--- src/rtl/neuron_argmax.sv ---
// Sequential argmax over NUM_CLASSES signed 8.18 neuron scores: captures all
// scores once every neuron reports done, then scans one score per clock.
module neuron_argmax #(
  parameter int NUM_CLASSES  = 10,
  parameter int OUTPUT_WIDTH = 26,
  parameter int CLASS_WIDTH  = 4
) (
  input  logic                                clk,
  input  logic                                rst,
  input  logic [NUM_CLASSES*OUTPUT_WIDTH-1:0] IN_SCORES,
  input  logic [NUM_CLASSES-1:0]              IN_DONE,
  output logic [CLASS_WIDTH-1:0]              CLASS,
  output logic [OUTPUT_WIDTH-1:0]             MAX_SCORE,
  output logic                                busy,
  output logic                                done
);

  localparam logic [CLASS_WIDTH-1:0] LAST_IDX = CLASS_WIDTH'(NUM_CLASSES - 1);

  typedef enum logic [1:0] {IDLE, SCAN, DONE} state_t;

  state_t state_q, state_d;

  logic signed [OUTPUT_WIDTH-1:0] score_buf [NUM_CLASSES];
  logic signed [OUTPUT_WIDTH-1:0] best_q;
  logic signed [OUTPUT_WIDTH-1:0] cand;
  logic [CLASS_WIDTH-1:0]         best_idx_q;
  logic [CLASS_WIDTH-1:0]         idx_q;
  logic                           armed_q;
  logic                           all_done;
  logic                           capture;
  logic                           take;

  // armed_q demands a not-all-ones sample since the last capture (or reset),
  // so a level that stays high can never retrigger a computation.
  assign all_done = &IN_DONE;
  assign capture  = (state_q == IDLE) && all_done && armed_q;
  assign take     = cand > best_q;

  always_comb begin
    cand = '0;
    for (int k = 0; k < NUM_CLASSES; k++) begin
      if (idx_q == CLASS_WIDTH'(k)) cand = score_buf[k];
    end
  end

  always_ff @(posedge clk or negedge rst) begin
    if (!rst) state_q <= IDLE;
    else      state_q <= state_d;
  end

  always_comb begin
    state_d = state_q;
    case (state_q)
      IDLE: if (capture) state_d = (NUM_CLASSES == 1) ? DONE : SCAN;
      SCAN: if (idx_q == LAST_IDX) state_d = DONE;
      DONE: if (!all_done) state_d = IDLE;
      default: state_d = IDLE;
    endcase
  end

  always_ff @(posedge clk or negedge rst) begin
    if (!rst) begin
      for (int k = 0; k < NUM_CLASSES; k++) score_buf[k] <= '0;
      best_q     <= '0;
      best_idx_q <= '0;
      idx_q      <= '0;
      armed_q    <= 1'b0;
      CLASS      <= '0;
      MAX_SCORE  <= '0;
      busy       <= 1'b0;
      done       <= 1'b0;
    end else begin
      armed_q <= capture ? 1'b0 : (armed_q | ~all_done);
      if (capture) begin
        for (int k = 0; k < NUM_CLASSES; k++)
          score_buf[k] <= IN_SCORES[k*OUTPUT_WIDTH +: OUTPUT_WIDTH];
        best_q     <= IN_SCORES[0 +: OUTPUT_WIDTH];
        best_idx_q <= '0;
        idx_q      <= CLASS_WIDTH'(1);
        if (NUM_CLASSES == 1) begin
          CLASS     <= '0;
          MAX_SCORE <= IN_SCORES[0 +: OUTPUT_WIDTH];
          done      <= 1'b1;
          busy      <= 1'b0;
        end else begin
          busy <= 1'b1;
        end
      end else if (state_q == SCAN) begin
        if (take) begin
          best_q     <= cand;
          best_idx_q <= idx_q;
        end
        idx_q <= idx_q + CLASS_WIDTH'(1);
        // Final step folds its own comparison directly into the result.
        if (idx_q == LAST_IDX) begin
          CLASS     <= take ? idx_q : best_idx_q;
          MAX_SCORE <= take ? cand : best_q;
          done      <= 1'b1;
          busy      <= 1'b0;
        end
      end else if (state_q == DONE && !all_done) begin
        done <= 1'b0;
      end
    end
  end

endmodule

--- config.mk ---
export PLATFORM = sky130hd
export DESIGN_NAME = neuron_argmax
export DESIGN_NICKNAME = d
export VERILOG_FILES = /design/src/rtl/neuron_argmax.sv
export SDC_FILE = /design/constraint.sdc
export NUM_CORES = 1
export LEC_CHECK = 0
export ABC_AREA = 1
export CAP_MARGIN = 20
export CORE_MARGIN = 2
export CORE_UTILIZATION = 36
export DETAILED_ROUTE_END_ITERATION = 8
export PLACE_DENSITY = 0.57
export SYNTH_ARGS = -nofsm -noshare
export SYNTH_HDL_FRONTEND = slang
export SYNTH_SLANG_ARGS = --single-unit
--- constraint.sdc ---
create_clock -name clk -period 3.35 [get_ports clk]
set_input_delay 0.5025 -clock clk [delete_from_list [all_inputs] [get_ports clk]]
set_output_delay 0.5025 -clock clk [all_outputs]
set_load 0.005 [all_outputs]
# After elaboration in Yosys (flattened, before gate mapping)
# Index checks and enable logic that the tools add are counted.
[totals] regBits=329 input_bits=272 out_inout_bits=32 elab_cells=81
[classes] addsub=1 magnitude_cmp=1 eq_ne=14 mux=29 bitwise=3 n_reduce_logical=14
[ops] operator="$mux W26" n=13
[ops] operator="$gt A26 B26 Y1" n=1
[ops] operator="$mux W4" n=5
[ops] operator="$eq A4 B3 Y1 const B" n=4
[ops] operator="$reduce_and A10 Y1" n=1
[ops] operator="$reduce_and A3 Y1" n=3
[ops] operator="$eq A4 B2 Y1 const B" n=2
[ops] operator="$eq A4 B4 Y1 const B" n=2
[ops] operator="$mux W1" n=7
[ops] operator="$mux W2" n=3
[ops] operator="$ne A2 B2 Y1 const B" n=3
[ops] operator="$pmux W2 S3" n=1
[ops] operator="$reduce_bool A2 Y1" n=3
[ops] operator="$add A4 B1 Y4 const B" n=1
[ops] operator="$eq A4 B1 Y1 const B" n=1
[ops] operator="$logic_not A4 Y1" n=1
[ops] operator="$logic_and A1 B1 Y1" n=3
[ops] operator="$eq A2 B1 Y1 const B" n=1
[ops] operator="$eq A2 B2 Y1 const B" n=1
[ops] operator="$logic_not A2 Y1" n=1
[ops] operator="$not A1 Y1" n=2
[ops] operator="$reduce_and A2 Y1" n=1
[ops] operator="$logic_not A1 Y1" n=1
[ops] operator="$or A1 B1 Y1" n=1

# Logic depth before layout (Yosys ltp)
# Gate-level depths: netlist of run 1.
[logic_depth] word_depth=15 mapped_depth=33 ltp_nobuf=30

# Least setup slack after synthesis of run 1
# No wires, ideal clock.
[synth_timing] path_type="flip-flop to flip-flop" start="register idx_q[1]" end="register best_idx_q[3]" setup_ns=0.132 arrival_time_ns=3.185 required_ns=3.218 setup_slack_ns=0.033 stages_incl_launch_ff=23 path_buffers=4 period_less_slack_ns=3.317 path_cell_list="dfrtp_1 inv_1 ha_1 buf_2 inv_1 nor3_4 inv_2 buf_6 buf_6 or2_1 nand2_1 inv_1 ha_1 a21o_1 nor2_1 nand2_1 a21oi_1 nand3_1 a21oi_2 buf_2 nand2_1 nand3_1 o21ai_0"
[synth_via] elab_chain_cells=15 elab_cells_between_ends=24 classes_between="order compare: 1; eq/ne: 9; mux: 13; reduce/logical: 1"
[synth_lines] element="start, declared" line="28" source="logic [CLASS_WIDTH-1:0] idx_q;"
[synth_lines] element="start signal, assigned" line="94" source="idx_q <= idx_q + CLASS_WIDTH'(1);"
[synth_lines] element="$logic_not A4 Y1" line="43" source="if (idx_q == CLASS_WIDTH'(k)) cand = score_buf[k];"
[synth_lines] element="$mux W26 (9 in series)" line="43"
[synth_lines] element="$mux W26 (*)" line="43"
[synth_lines] element="$gt A26 B26 Y1 (*)" line="38" source="assign take = cand > best_q;"
[synth_lines] element="$mux W4 (*) (3 in series)"
[synth_lines] element="end signal, assigned" line="92" source="best_idx_q <= idx_q;"
[synth_lines] element="end, declared" line="27" source="logic [CLASS_WIDTH-1:0] best_idx_q;"
# Every way passes the cells marked *; elsewhere a longest branch is shown, timed or not. The select of a mux whose other input is x is not followed.
# A chain may end at the register's enable or synchronous reset.

# Worst setup path in the final report of run 1
[layout_timing] start="register idx_q[0]" end="register best_q[22]"
[layout_via] elab_chain_cells=15 elab_cells_between_ends=24 classes_between="order compare: 1; eq/ne: 9; mux: 13; reduce/logical: 1"
[layout_lines] element="$logic_not A4 Y1" line="43"
[layout_lines] element="$mux W26 (9 in series)" line="43"
[layout_lines] element="$mux W26 (*)" line="43"
[layout_lines] element="$gt A26 B26 Y1" line="38"
[layout_lines] element="$mux W26 (*)" line="90" source="if (take) begin"
[layout_lines] element="$mux W26 (*)" line="89" source="end else if (state_q == SCAN) begin"
[layout_lines] element="$mux W26 (*)" line="75" source="if (capture) begin"
[layout_lines] element="end signal, assigned" line="78" source="best_q <= IN_SCORES[0 +: OUTPUT_WIDTH];"
[layout_lines] element="end signal, assigned" line="91" source="best_q <= cand;"
[layout_lines] element="end, declared" line="25" source="logic signed [OUTPUT_WIDTH-1:0] best_q;"
# Marked as above.

==> run metrics, run 1 <==
Worst Path Required around 3.8 ns; Clock Skew roughly 0.009 ns; commonest non-fill, non-tap cell in the layout nand2_1; clk root buf clkbuf_16; Final period util 115%; Mapped Cells 2329; Max Cap Viol 0; ANT nets after route 0; first-pass GRT wire length a little under 100 mm; # H-tree levels 2; sequential share of the synthesized area 48.8%; Pwr per Cell Area roughly 650 nW/um^2; nature of the critical path startpoint register; Total GRT Usage 26.3%; Slew Limit Fails 0; Worst Hold Class reg2reg; Crit. End Element register; hpwl dp around 46 mm; slack of the critical path -0.510 ns; fmax 259 MHz; kind of critical path reg2reg; Critical path buffers and inverters 8; largest net degree at the start of global routing 161; Slew HR 31.3%; RSZ-0062 raised after global routing true; Mapped Area between 15000 and 20000 um^2; Max VDD drop 0.000526 V; antenna diode count 0; Unique masters post-synth 35; DRT Wirelength 63.1 mm; P_leak 13.1 nW; Synth Register Bits roughly 330; vias per inst around 4.8; crit-path max cell delay 0.44 ns; Max Root-Sink Buffers 3; placed cell count 3261; share of layout cells above drive strength 1 19.5%; cell area after placement 21400 um^2; Worst EP arrival around 4.3 ns; die width 221 um; Multi-input gate area between 8000 and 9000 um^2; initial core utilization 36.3%; CTS buffer count 38; slew of the pin with the lowest slew margin 1.03 ns; die area 48600 um^2; final hold violation count 0; final net count just over 3000; I/O pin total 304; DR pass1 iterations 6; Synth warnings 0; Synth Net Count between 2000 and 3000; clk slew on worst S/H paths 0.06 ns; FF/Latch Area 8230 um^2; gpl congestion 0.934; later-pin clock latency in the skew report 0.56 ns; Crit Path Max Fanout 12; violated checks negative setup slack; I/O Buffers 303; pre-CTS setup slack -0.992 ns; DRT iter0 DRCs 1243; drt drc 0; Core ar. 46500 um^2; hold_ws 0.472 ns; # fillers 4512; DR WL/cell 18.7 um; status complete, but fails checks; final setup vio count 60; CTS tree done; synthesized area per cell 7.25 um^2; total grt overflow 0; slowest CP cell dfrtp_2; TritonCTS Sinks 329; area grow syn2layout 45.1%; initial antenna violation count 0; Die Y 221 um; crit-path leading delay family simple AND/OR/NAND/NOR gates; vias in the first global route 16700; commonest non-fill, non-tap cells in the layout nand2_1, dfrtp_1, clkdlybuf4s50_1; DR vias 16300; Most Frequent Cell on Critical Path nand2_2; minimum clock period around 3.9 ns; final std cells w/o fill 3372; Row Count 79; Post-Layout Inst Area around 24000 um^2
-- where the power goes --
part	internal, mW	switching [mW]	leakage, nW
combinational	3.06	3.74	7.98
clock	2.90	1.74	0.675
sequential	4.28	0.165	4.47
-- final cells by class --
type	count	share of cell area, %
multi-input combinational	1707	35.0
sequential	329	33.6
timing repair buffer	485	19.9
clock buffer	57	4.68
tap	607	3.10
inverter	175	2.80
clock inverter	12	0.970
-- worst register-to-register path, delay by kind of cell (launching register included) --
kind	cells	cell delay, ns
flip-flops	1	0.44
buffers and inverters	8	0.84
AND/OR/NAND/NOR	17	1.67
adder cells (fa/ha/maj)	2	0.43
AO/OA/AOI/OAI	2	0.37
-- registers in the layout (all words and copies together), names as in the netlist, 2 cells and up --
register    count
score_buf     260
best_q         26
CLASS           4
MAX_SCORE      26
best_idx_q      4
state_q         2
idx_q           4
-- final timing paths --
path	endpoint	slack, ns	depth (start not counted)	start
max	best_q[22]	-0.51	29	idx_q[0]
max in group asynchronous	best_idx_q[2]	1.94	3	rst
min in group asynchronous	score_buf[209]	0.57	2	rst
min	score_buf[201]	0.47	2	score_buf[201]
max reg2reg	best_q[22]	-0.51	29	idx_q[0]
min reg2reg	score_buf[201]	0.47	2	score_buf[201]
-- timing repair --
| action | CTS | global route |
|---|---|---|
| hold buffers | 1 | 0 |
| gates resized for setup | 240 | 74 |
| endpoints found under the setup margin | 60 | 60 |
| pin swaps | 71 | 70 |
| setup buffers | 27 | 8 |
| gates cloned | 7 | 0 |
| endpoints found under the hold margin | 32 | 0 |
-- metrics by stage --
| step | utilization (%) | power (mW) | setup TNS (ns) |
|---|---|---|---|
| after global placement | 46.0 | 9.37 | -53.05 |
| after floorplan | - | 7.01 | 0 |
| final | 52.7 | 15.9 | -27.61 |
| after global routing | 52.7 | 16.7 | -40.76 |
| after detailed placement | 46.0 | 9.41 | -53.48 |
| after CTS | 52.0 | 15.6 | -25.11 |
-- synthesized netlist by cell type --
library cell	count	share of area (%)
o21ai_0	41	1.2
nor3_2	1	0.059
buf_6	10	0.67
nor4_1	1	0.037
o22ai_1	1	0.037
a21o_1	5	0.22
o21ai_1	4	0.12
a21oi_1	9	0.27
or2_1	16	0.59
nand2_4	2	0.13
xor2_1	2	0.10
or2_0	28	1.0
or2_2	20	0.74
nand3_1	189	5.6
o211ai_1	2	0.089
nor2_4	3	0.20
inv_1	165	3.7
buf_2	62	1.8
nand2_2	13	0.48
a21boi_0	2	0.089
dfrtp_1	329	49
nand2_1	1255	28
nor2_2	2	0.074
buf_4	4	0.18
nand3_2	11	0.65
nor3_4	2	0.19
ha_1	30	2.2
nand4_1	4	0.15
clkbuf_1	41	0.91
nand3b_1	2	0.089
a21oi_2	1	0.052
nor2_1	60	1.3
inv_2	10	0.22
clkbuf_2	1	0.030
nor3_1	1	0.030
-- layer usage --
metal,vias to the layer above,wire length (um),global-route usage [%]
met5,-,0,0
met4,0,1820,7.64
met3,99,4460,5.97
met2,503,29000,41.8
met1,7748,27800,35.9
li1,7918,-,-
-- kinds of logic after synthesis --
family          after synthesis  synth area share, %
simple gates               1610                 39.3
fa+ha+maj                    30                 2.22
xor+xnor                      2                0.104
compound gates               65                 2.09
flops                       329                 48.8
buf+inv                     293                 7.51
Power figures use the tool's default switching activity.
==> run 2, diff against run 1 <==
Settings changed: CORE_MARGIN 2 to 5, PLACE_DENSITY 0.57 to 0.71.
==> run metrics, run 2 (same netlist as run 1, synthesis figures left out) <==
status complete, but fails checks; violated checks negative setup slack; crit-path leading delay family simple AND/OR/NAND/NOR gates; later-pin clock latency in the skew report 0.57 ns; placed cell count 3255; die area 51300 um^2; Largest regs score_buf x260, MAX_SCORE x26, best_q x26; first-pass GRT wire length 94.7 mm; CTS tree done; final hold violation count 0; final setup vio count 60; grt met2 use 37.7%; Core ar. 46500 um^2; I/O pin total 304; initial antenna violation count 1; met1 Usage GRT 33.8%; DR vias between 15000 and 20000; crit-path max cell delay 0.43 ns; worst-case reg-to-reg path depth 30; max FFs per register 260; DRT Wirelength approximately 63 mm; Total GRT Usage 23.8%; Clock Skew 0.0260 ns; Crit Path Max Fanout 6; Max Root-Sink Buffers 3; Pwr per Cell Area 632 nW/um^2; hold path startpoint IN_SCORES[146]; # H-tree levels 2; r2r startpoint idx_q[0]; commonest non-fill, non-tap cells in the layout nand2_1, dfrtp_1, clkdlybuf4s50_1; top register by number of flip-flops score_buf; DR WL/cell roughly 19 um; final net count 3041; minimum clock period just under 4 ns; DR pass1 iterations 5; P_leak 13.0 nW; slowest CP cell dfrtp_1; cell area after placement ~21000 um^2; slack of the critical path -0.553 ns; share of layout cells above drive strength 1 18.5%; clk slew on worst S/H paths 0.06 ns; clk root buf clkbuf_16; vias per inst roughly 4.9; area grow syn2layout 43.8%; hpwl dp 46.7 mm; I/O Buffers slightly above 300; vias in the first global route 16600; total grt overflow 0; Max VDD drop 0.000451 V; TritonCTS Sinks 329; slew of the pin with the lowest slew margin 0.858 ns; commonest non-fill, non-tap cell in the layout nand2_1; DRT iter0 DRCs between 1000 and 1500; Worst Path Required 3.84 ns; fmax 256 MHz; Worst EP arrival 4.39 ns; flop-to-flop setup slack -0.55 ns; Most Frequent Cell on Critical Path nand2_2; final std cells w/o fill 3374; Die Y 227 um; Max Cap Viol 0; gr busiest metal met2; Crit. End Element register; largest net degree at the start of global routing 160; Reg2Reg Capture Point MAX_SCORE[15]; ANT nets after route 0; Hold Path Depth 3; Final period util 116%; # fillers 4369; initial core utilization 36.3%; gpl congestion approximately 0.97; Post-Layout Inst Area 24300 um^2; hold endpoint score_buf[120]; kind of critical path reg2reg; met3 Use GR under 10%; die width 227 um; nature of the critical path startpoint register; Critical path buffers and inverters 8; Row Count 79; RSZ-0062 raised after global routing true; Slew Limit Fails 0; CTS buffer count 38; drt drc 0; Slew HR 42.8%; Worst Hold Class in2reg
-- run 2: cell count changes in the layout (fill, tap and decap cells not counted), sizes merged --
| cell | change |
|---|---|
| inv | +3 |
| clkbuf | -8 |
| buf | +3 |
| clkinvlp | +3 |
| diode | +1 |
-- run 2: worst max-delay path by stage --
stage | from | to | slack (ns) | cells past startpoint
5_1_grt | idx_q[0] | MAX_SCORE[23] | -0.72 | 32
3_5_place_dp | idx_q[1] | MAX_SCORE[23] | -1.07 | 32
3_3_place_gp | idx_q[1] | MAX_SCORE[23] | -1.03 | 31
4_1_cts | idx_q[0] | MAX_SCORE[23] | -0.50 | 32
2_1_floorplan | idx_q[1] | best_idx_q[3] | 0.03 | 22
6_report | idx_q[0] | MAX_SCORE[15] | -0.55 | 30
-- run 2: repair_timing --
action,in CTS,in global routing
hold buffers,1,0
pin swaps,40,76
endpoints found under the hold margin,75,0
cloned,4,1
setup endpoints to repair,60,60
buffers inserted,32,12
resized for setup,146,123
-- run 2: final cells by class --
type	instances	area (um^2)	area share [%]
Multi-Input combinational cell	1707	8410	34.6
Antenna cell	1	2.50	0.0103
Inverter	175	689	2.84
Sequential cell	329	8230	33.9
Clock inverter	18	302	1.24
Tap cell	607	759	3.13
Clock buffer	49	1030	4.25
Timing Repair Buffer	488	4860	20.0
-- run 2: where the power goes --
part,internal [mW],switching (mW),total [mW],leakage (nW)
registers,4.28,0.196,4.47,4.47
logic,2.80,3.59,6.38,7.90
clock network,2.73,1.75,4.48,0.637
-- run 2: metrics by stage --
step / hold WS, ns / TNS, ns / util (%) / setup WS [ns] / total power [mW]
after floorplan: 0.207 / 0 / - / 0.0332 / 7.01
after global placement: 0.456 / -55.08 / 46.0 / -1.03 / 9.28
after detailed placement: 0.458 / -58.61 / 46.0 / -1.07 / 9.34
after CTS: 0.447 / -25.34 / 50.9 / -0.504 / 14.7
after global routing: 0.462 / -37.68 / 52.3 / -0.718 / 16.1
final: 0.465 / -28.79 / 52.3 / -0.553 / 15.3
-- run 2: worst min-delay path: stages --
cell             delay (ns)
clkdlybuf4s50_1        0.39
nand2_1                0.06
nand2_1                0.04
-- run 2: layer usage --
| layer | vias to the layer above | routed length [um] |
|---|---|---|
| met2 | 603 | 28600 |
| met5 | - | 7 |
| met3 | 108 | 4490 |
| met4 | 2 | 1820 |
| met1 | 7919 | 27800 |
| li1 | 7920 | - |
==> run 3, diff against run 2 <==
Settings changed: SETUP_SLACK_MARGIN set to 0.02.
==> run metrics, run 3 (same netlist as run 1, synthesis figures left out) <==
gpl congestion 0.973; Pwr per Cell Area about 630 nW/um^2; hold path startpoint IN_SCORES[146]; CTS buffer count 38; Worst Hold Class in2reg; TritonCTS Sinks 329; first-pass GRT wire length 94.7 mm; slew of the pin with the lowest slew margin approximately 0.86 ns; vias in the first global route 16600; I/O Buffers about 300; max FFs per register 260; total grt overflow 0; later-pin clock latency in the skew report 0.58 ns; sequential share of power 29.2%; vias per inst between 4 and 5; Worst Path Required 3.84 ns; Max Cap Viol 0; Sum Neg Setup Slack -29.36 ns; kind of critical path reg2reg; final net count 3041; hold_ws 0.464 ns; Finished Core Util a little over half; worst-case reg-to-reg path depth 32; Max VDD drop between 0.0004 and 0.0005 V; fmax approximately 260 MHz; commonest non-fill, non-tap cell in the layout nand2_1; DR WL/cell 18.6 um; DR vias 16500; Die Y 227 um; hold endpoint score_buf[120]; largest net degree at the start of global routing between 150 and 200; crit-path max cell delay about 0.43 ns; status complete, but fails checks; internal power approximately 9.8 mW; hpwl dp between 40 and 50 mm; Gate power share 41.6%; Row Count about 80; Slew HR 43.0%; Worst EP arrival 4.41 ns; initial core utilization 36.3%; r2r startpoint idx_q[0]; flop-to-flop setup slack -0.57 ns; clk slew on worst S/H paths approximately 0.060 ns; final hold violation count 0; slowest CP cell dfrtp_1; FF/Latch Area 8230 um^2; Crit Path Max Fanout 9; Core ar. 46500 um^2; violated checks negative setup slack; # fillers approximately 4400; clock share of power between 20% and 30%; initial antenna violation count 1; top register by number of flip-flops score_buf; RSZ-0062 raised after global routing true; cell area after placement 21400 um^2; I/O pin total 304; sw power approximately 5.5 mW; P_leak 13.0 nW; placed cell count 3255; Total GRT Usage 23.8%; final setup vio count 60; Largest regs score_buf x260, MAX_SCORE x26, best_q x26; clk root buf clkbuf_16; ANT nets after route 0; DR pass1 iterations 5; die area just over 50000 um^2; minimum clock period 3.92 ns; share of layout cells above drive strength 1 18.5%; Multi-input gate area 8410 um^2; CTS tree done; final std cells w/o fill 3373; Reg2Reg Capture Point MAX_SCORE[15]; Clock Skew 0.0294 ns; DRT iter0 DRCs 1511; DRT Wirelength 62.8 mm; nature of the critical path startpoint register; die width 227 um; Crit. End Element register; Slew Limit Fails 0; # H-tree levels 2; Post-Layout Inst Area around 24000 um^2; Max Root-Sink Buffers 3; Most Frequent Cell on Critical Path nand2_2; antenna diode count 0; Hold Path Depth 3; drt drc 0; Final period util 117%; area grow syn2layout 43.8%; switching fraction of total power 36.0%; slack of the critical path -0.570 ns; commonest non-fill, non-tap cells in the layout nand2_1, dfrtp_1, clkdlybuf4s50_1
-- run 3: cell types whose count changed in the layout (fill, tap and decap cells not counted), sizes merged --
cell   delta
diode     -1
-- run 3: worst max path at each step --
| stage | endpoint | slack, ns | startpoint | depth (start not counted) |
|---|---|---|---|---|
| floorplan | best_idx_q[3] | 0.03 | idx_q[1] | 22 |
| global placement | MAX_SCORE[23] | -1.03 | idx_q[1] | 31 |
| detailed placement | MAX_SCORE[23] | -1.07 | idx_q[1] | 32 |
| CTS | MAX_SCORE[23] | -0.50 | idx_q[0] | 32 |
| global route | MAX_SCORE[23] | -0.72 | idx_q[0] | 32 |
| finish | MAX_SCORE[15] | -0.57 | idx_q[0] | 32 |
-- run 3: power groups by stage --
stage	Sequential [mW]	Clock [mW]	Combinational (mW)
6_report	4.47	4.49	6.37
5_1_grt	4.49	4.71	6.87
4_1_cts	4.46	4.54	5.73
3_5_place_dp	4.52	0	4.82
3_3_place_gp	4.51	0	4.77
2_1_floorplan	4.45	0	2.56
-- run 3: repair_timing --
item | in CTS | in global routing
pin swaps | 40 | 76
hold endpoints to repair | 75 | 0
hold buffers | 1 | 0
cloned | 4 | 1
resized for setup | 146 | 123
setup buffers | 32 | 12
endpoints found under the setup margin | 60 | 60
-- run 3: area by class of cell --
cell class	instances	share of cell area, %
clock buffers	49	4.25
clock inverters	18	1.24
well taps	607	3.13
multi-input cells	1707	34.6
flip-flops and latches	329	33.9
repair buffers	488	20.0
inverters	175	2.84
-- run 3: routing by layer --
metal / global-route usage [%] / wire length (um) / share of wire (%)
met4: 6.31 / 1870 / 3.0
met3: 4.53 / 4510 / 7.2
met1: 33.8 / 27900 / 44
met2: 37.7 / 28500 / 45
met5: 0 / 7 / 0.011
-- run 3: per-stage QoR --
step           worst slack [ns]  power (mW)
2_1_floorplan            0.0332        7.01
3_3_place_gp              -1.03        9.28
3_5_place_dp              -1.07        9.34
4_1_cts                  -0.504        14.7
5_1_grt                  -0.718        16.1
6_report                 -0.570        15.3
-- run 3: worst max-delay path, delay by kind of cell (launching register included) --
kind | cells | cell delay (ns)
flip-flops | 1 | 0.43
AND/OR/NAND/NOR | 20 | 1.74
buffers and inverters | 8 | 0.88
adder cells (fa/ha/maj) | 2 | 0.48
AO/OA/AOI/OAI | 2 | 0.29
==> edit 1: new RTL, config.mk and constraints of run 2 <==
Register the input `IN_SCORES` before use, without a reset. The logic sees it one clock later. The other inputs are not delayed to match.
--- a/src/rtl/neuron_argmax.sv
+++ b/src/rtl/neuron_argmax.sv
@@ -20,2 +20,8 @@
   typedef enum logic [1:0] {IDLE, SCAN, DONE} state_t;
+
+  logic [NUM_CLASSES*OUTPUT_WIDTH-1:0] IN_SCORES_q;
+
+  always_ff @(posedge clk) begin
+    IN_SCORES_q <= IN_SCORES;
+  end
 
@@ -76,4 +82,4 @@
         for (int k = 0; k < NUM_CLASSES; k++)
-          score_buf[k] <= IN_SCORES[k*OUTPUT_WIDTH +: OUTPUT_WIDTH];
-        best_q     <= IN_SCORES[0 +: OUTPUT_WIDTH];
+          score_buf[k] <= IN_SCORES_q[k*OUTPUT_WIDTH +: OUTPUT_WIDTH];
+        best_q     <= IN_SCORES_q[0 +: OUTPUT_WIDTH];
         best_idx_q <= '0;
@@ -82,3 +88,3 @@
           CLASS     <= '0;
-          MAX_SCORE <= IN_SCORES[0 +: OUTPUT_WIDTH];
+          MAX_SCORE <= IN_SCORES_q[0 +: OUTPUT_WIDTH];
           done      <= 1'b1;
Check against the original RTL: no difference found for any inputs over 10 cycles, from zero or initial values and one cycle with rst low; that may be too few to reach the edited logic, so the function may still have changed.
==> edit 1 against run 2 <==
- the flow still finishes with violations (negative setup slack)
- wire length up 14%
- area after synthesis up 30%
- clock power up 57%
- design area up 25%
- maximum frequency up 1.1%
- sequential power up 76%
- worst setup slack better by 41 ps
- sequential cell count up 260
- non-clock buffer count down 35
- global-route usage down 3.0 points
- total power up 58%
- hold slack worse by 160 ps
==> edit 1: results (changes against run 2) <==
stage,metric,value,unit,change
worst_hold_path,Hold Crit Start,IN_SCORES[132],,
worst_hold_path,Hold Crit Depth,1,,-2
grt,largest net degree at the start of global routing,159,,-0.63%
clock_tree,TritonCTS buffer count,60,,+58%
detailed_routing,TritonRoute pass-1 iters,6,,+1
synth,syn nets,2882,,+9.5%
synth,Synth Area in XOR/XNOR,0.0795,%,-0.024 points
synth,Yosys cell types,38,,+8.6%
placed_design,RePlAce Congestion,0.943,,-3.1%
timing,final setup vio count,60,,unchanged
power,Pleak,15.4,nW,+18%
worst_hold_path,Hold Path Sink,IN_SCORES_q[132]$_DFF_P_,,
status,failing checks,negative setup slack,,
placed_design,dpl cells,3657,,+12%
synth,post-synthesis sequential area ratio,61.0,%,+12 points
finish,share of layout cells above drive strength 1,16.3,%,-2.2 points
grt,aggregate global-route resource usage,20.8,%,-3.0 points
status,status,"complete, but fails checks",,
synth,async set-or-reset flop fraction in the synthesized netlist,55.9,%,-44 points
setup_path,CP max stage cell,dfrtp_2,,
detailed_routing,Vias,18111,,+9.4%
timing,Slew HR,52.3,%,+9.5 points
timing,post-route setup slack,-511,ps,+41.4 ps
clock_tree,Resized cells post-CTS,233,,+60%
placed_design,Setup WS pre-CTS,-826,ps,+249 ps
placed_design,placed inst area,26500,sq um,+24%
setup_path,"Max FO, Critical Path",8,,+2
synth,synth top area cells,"dfrtp_1 (37%), dfxtp_1 (24%), nand2_1 (20%), nand3_1 (3.1%), inv_1 (3.1%)",,
timing,hold_ws,306,ps,-159 ps
timing,setup TNS,-27900,ps,+887 ps
power,worst vdd ir,0.681,mV,+51%
synth,post-synthesis cell count,2580,,+11%
synth,Post-Synth Adder-Cell Area,1.70,%,-0.52 points
edit 1: layout make-up:
type	instances	area [sq um]
multi-input cells	1681	8330
repair buffers	453	4600
repair inverters	2	25.0
clock inverters	37	403
inverters	191	752
flip-flops and latches	589	13400
well taps	782	978
fillers	5440	30200
clock buffers	77	1730
edit 1: power breakdown:
part | total [mW] | leakage, nW | internal (mW) | switching [mW]
sequential | 7.86 | 6.64 | 7.57 | 0.289
combinational | 9.36 | 7.69 | 3.98 | 5.37
clock | 7.05 | 1.06 | 4.09 | 2.97
edit 1: worst reg2reg max path: cells and delay by family, from the launching register on:
family          cells  cell delay, ps
simple gates       19            1700
buf+inv             8             940
fa+ha+maj           2             500
flops               1             430
compound gates      2             200
edit 1: metal layers:
layer / global-route usage (%) / routed length (um) / vias to the layer above
met4: 8.77 / 3400 / 0
met1: 28.0 / 30700 / 8487
met3: 4.52 / 5300 / 191
li1: - / - / 8721
met2: 32.6 / 32000 / 712
met5: 0 / 0 / -
==> edit 2: new RTL, config.mk and constraints of run 2 <==
Made on the original files. Change the parameter `CLASS_WIDTH` from 4 to 6.
--- a/src/rtl/neuron_argmax.sv
+++ b/src/rtl/neuron_argmax.sv
@@ -5,3 +5,3 @@
   parameter int OUTPUT_WIDTH = 26,
-  parameter int CLASS_WIDTH  = 4
+  parameter int CLASS_WIDTH  = 6
 ) (
Interface: changed (resized CLASS); port bits go from 304 to 306. The function was not compared with the original's and may differ.
==> edit 2 against run 2 <==
- the run still ends with negative setup slack left
- first-iteration DRC count decreased by 1.9%
- sequential cell count increased by 6
- total power decreased by 20%
- design area increased by 0.40%
- area after synthesis decreased by 1.6%
- die area decreased by 1.5%
- core utilization increased by 1.3 points
- worst setup slack got worse by 45 ps
- via count decreased by 0.68%
- wire length increased by 3.2%
- sequential power increased by 1%
- critical endpoint is now MAX_SCORE[11]$_DFFE_PN0P_
- largest power group is now registers
- highest routed layer is now met4
==> edit 2: results (changes against run 2) <==
stage,metric,value,unit,change
status,status,"complete, but fails checks",,
status,failing checks,negative setup slack,,
grt,first-pass GRT wire length,97100,um,+2.5%
synth,post-synthesis sequential area ratio,50.4,%,+1.7 points
setup_path,Reg-to-Reg End,MAX_SCORE[11]$_DFFE_PN0P_,,
finish,post-route insts no fill,3281,,-2.8%
synth,syn nets,2539,,-3.5%
synth,Syn Area/Cell,7.43,sq um,+2.5%
worst_hold_path,Hold Crit Depth,2,,-1
worst_hold_path,Worst Hold Class,flop to flop,,
placed_design,RePlAce Congestion,0.929,,-4.5%
timing,post-route setup slack,-598,ps,-45.3 ps
clock_tree,TritonCTS buffer count,37,,-2.6%
detailed_routing,Vias,16440,,-0.68%
timing,setup TNS,-34840,ps,-6050 ps
timing,Fin Clk Skew,14.0,ps,-11.9 ps
timing,hold_ws,472,ps,+7.21 ps
grt,initial antenna violation count,0,,-1
detailed_routing,Detailed Route Iter0 Violations,1464,,-1.9%
placed_design,port bufs,305,,+0.66%
clock_tree,Clock Tree Root,clkbuf_16,,
finish,# diodes,0,,-1
setup_path,R2R depth,28,,-6.7%
timing,final setup vio count,64,,+6.7%
grt,number of global-route vias before repair,16748,,+0.66%
worst_hold_path,Hold Crit Start,MAX_SCORE[10]$_DFFE_PN0P_,,
floorplanning,Core ar.,45500,sq um,-2.1%
placed_design,placed inst area,21100,sq um,-1.1%
setup_path,CP arrival,4440,ps,+50 ps
power,Pleak,12.7,nW,-2.2%
finish,fill count,4264,,-2.4%
finish,share of layout cells above drive strength 1,19.7,%,+1.1 points
grt,largest net degree at the start of global routing,97,,-39%
worst_hold_path,Hold Path Sink,MAX_SCORE[10]$_DFFE_PN0P_,,
timing,Slew @ Worst Pin,987,ps,+129 ps
setup_path,"Max FO, Critical Path",6,,unchanged
power,worst vdd ir,0.301,mV,-33%
detailed_routing,TritonRoute pass-1 iters,5,,unchanged
grt,aggregate global-route resource usage,24.8,%,+1.0 points
placed_design,hpwl dp,47600,um,+1.9%
finish,layout net count,2957,,-2.8%
detailed_routing,post-DR wirelength/cell,19.7,um,+6.1%
placed_design,dpl cells,3160,,-2.9%
setup_path,CP max stage cell,dfrtp_1,,
synth,Yosys cell types,40,,+14%
synth,synth top area cells,"dfrtp_1 (50%), nand2_1 (26%), nand3_1 (4.4%), ha_1 (2.3%), nor2_1 (2.2%)",,
synth,Yosys warning total,0,,unchanged
synth,"top cells by count, synth","nand2_1 (1173), dfrtp_1 (335), nand3_1 (145), nor2_1 (98), inv_1 (94)",,
placed_design,Setup WS pre-CTS,-1100,ps,-20.4 ps
clock_tree,Worst-path clk slew,60,ps,about the same
## edit 2: changes by cell type after synthesis, moves of 33 or more
cell	before	now
clkbuf_1	41	74
buf_2	62	28
inv_1	165	94
a21oi_1	9	73
nand2_1	1255	1173
nor2_1	60	98
nand3_1	189	145
## edit 2: how the worst max path moves through the flow
stage                     slack (ps)                   endpoint  depth (start not counted)            startpoint
final                           -600  MAX_SCORE[11]$_DFFE_PN0P_                         28  idx_q[0]$_DFFE_PN0P_
after global routing            -730      best_q[5]$_DFFE_PN0P_                         29  idx_q[1]$_DFFE_PN0P_
after CTS                       -550  MAX_SCORE[20]$_DFFE_PN0P_                         27  idx_q[0]$_DFFE_PN0P_
after detailed placement       -1100   MAX_SCORE[8]$_DFFE_PN0P_                         24  idx_q[0]$_DFFE_PN0P_
after global placement         -1070   MAX_SCORE[8]$_DFFE_PN0P_                         24  idx_q[0]$_DFFE_PN0P_
after floorplan                   10  best_idx_q[0]$_DFFE_PN0P_                         26  idx_q[1]$_DFFE_PN0P_
## edit 2: final cells by class
type / instances / area [sq um] / area share (%)
clock buffer: 51 / 1070 / 4.39
inverter: 106 / 410 / 1.68
clock inverter: 14 / 251 / 1.03
multi-input combinational: 1682 / 8560 / 35.1
tap: 600 / 751 / 3.08
timing repair buffer: 493 / 4950 / 20.3
sequential: 335 / 8380 / 34.4
## edit 2: power by group
group / switching, mW / internal [mW]
clock network: 1.72 / 2.77
logic: 1.77 / 1.50
registers: 0.183 / 4.35
## edit 2: worst max-delay path, delay by kind of cell, from the launching register on
| family | cells | cell delay, ps |
|---|---|---|
| AND/OR/NAND/NOR | 15 | 1390 |
| flip-flops | 1 | 420 |
| buffers and inverters | 6 | 830 |
| AO/OA/AOI/OAI | 5 | 740 |
| adder cells (fa/ha/maj) | 2 | 500 |
## edit 2: repair_timing
| item | 4_1_cts | 5_1_grt |
|---|---|---|
| setup endpoints to repair | 64 | 64 |
| hold endpoints to repair | 63 | 0 |
| pin swaps | 33 | 104 |
| gates resized for setup | 132 | 198 |
| buffers inserted | 33 | 16 |
| hold buffers | 1 | 0 |
| cloned | 4 | 5 |
## edit 2: metal layers
| layer | global-route usage, % | wire, um | vias to the layer above |
|---|---|---|---|
| met1 | 35.2 | 28400 | 7877 |
| met5 | 0 | 0 | - |
| met2 | 38.0 | 28900 | 633 |
| met3 | 4.74 | 4920 | 146 |
| li1 | - | - | 7784 |
| met4 | 9.23 | 2570 | 0 |
## edit 2: kinds of logic (layout without fill, tap and decap cells)
group,after synthesis,after routing,share of synthesized area [%]
fa+ha+maj,30,30,2.26
buf+inv,220,664,5.50
simple gates,1489,1489,36.5
compound gates,161,161,5.19
flops,335,335,50.4
xor+xnor,2,2,0.105
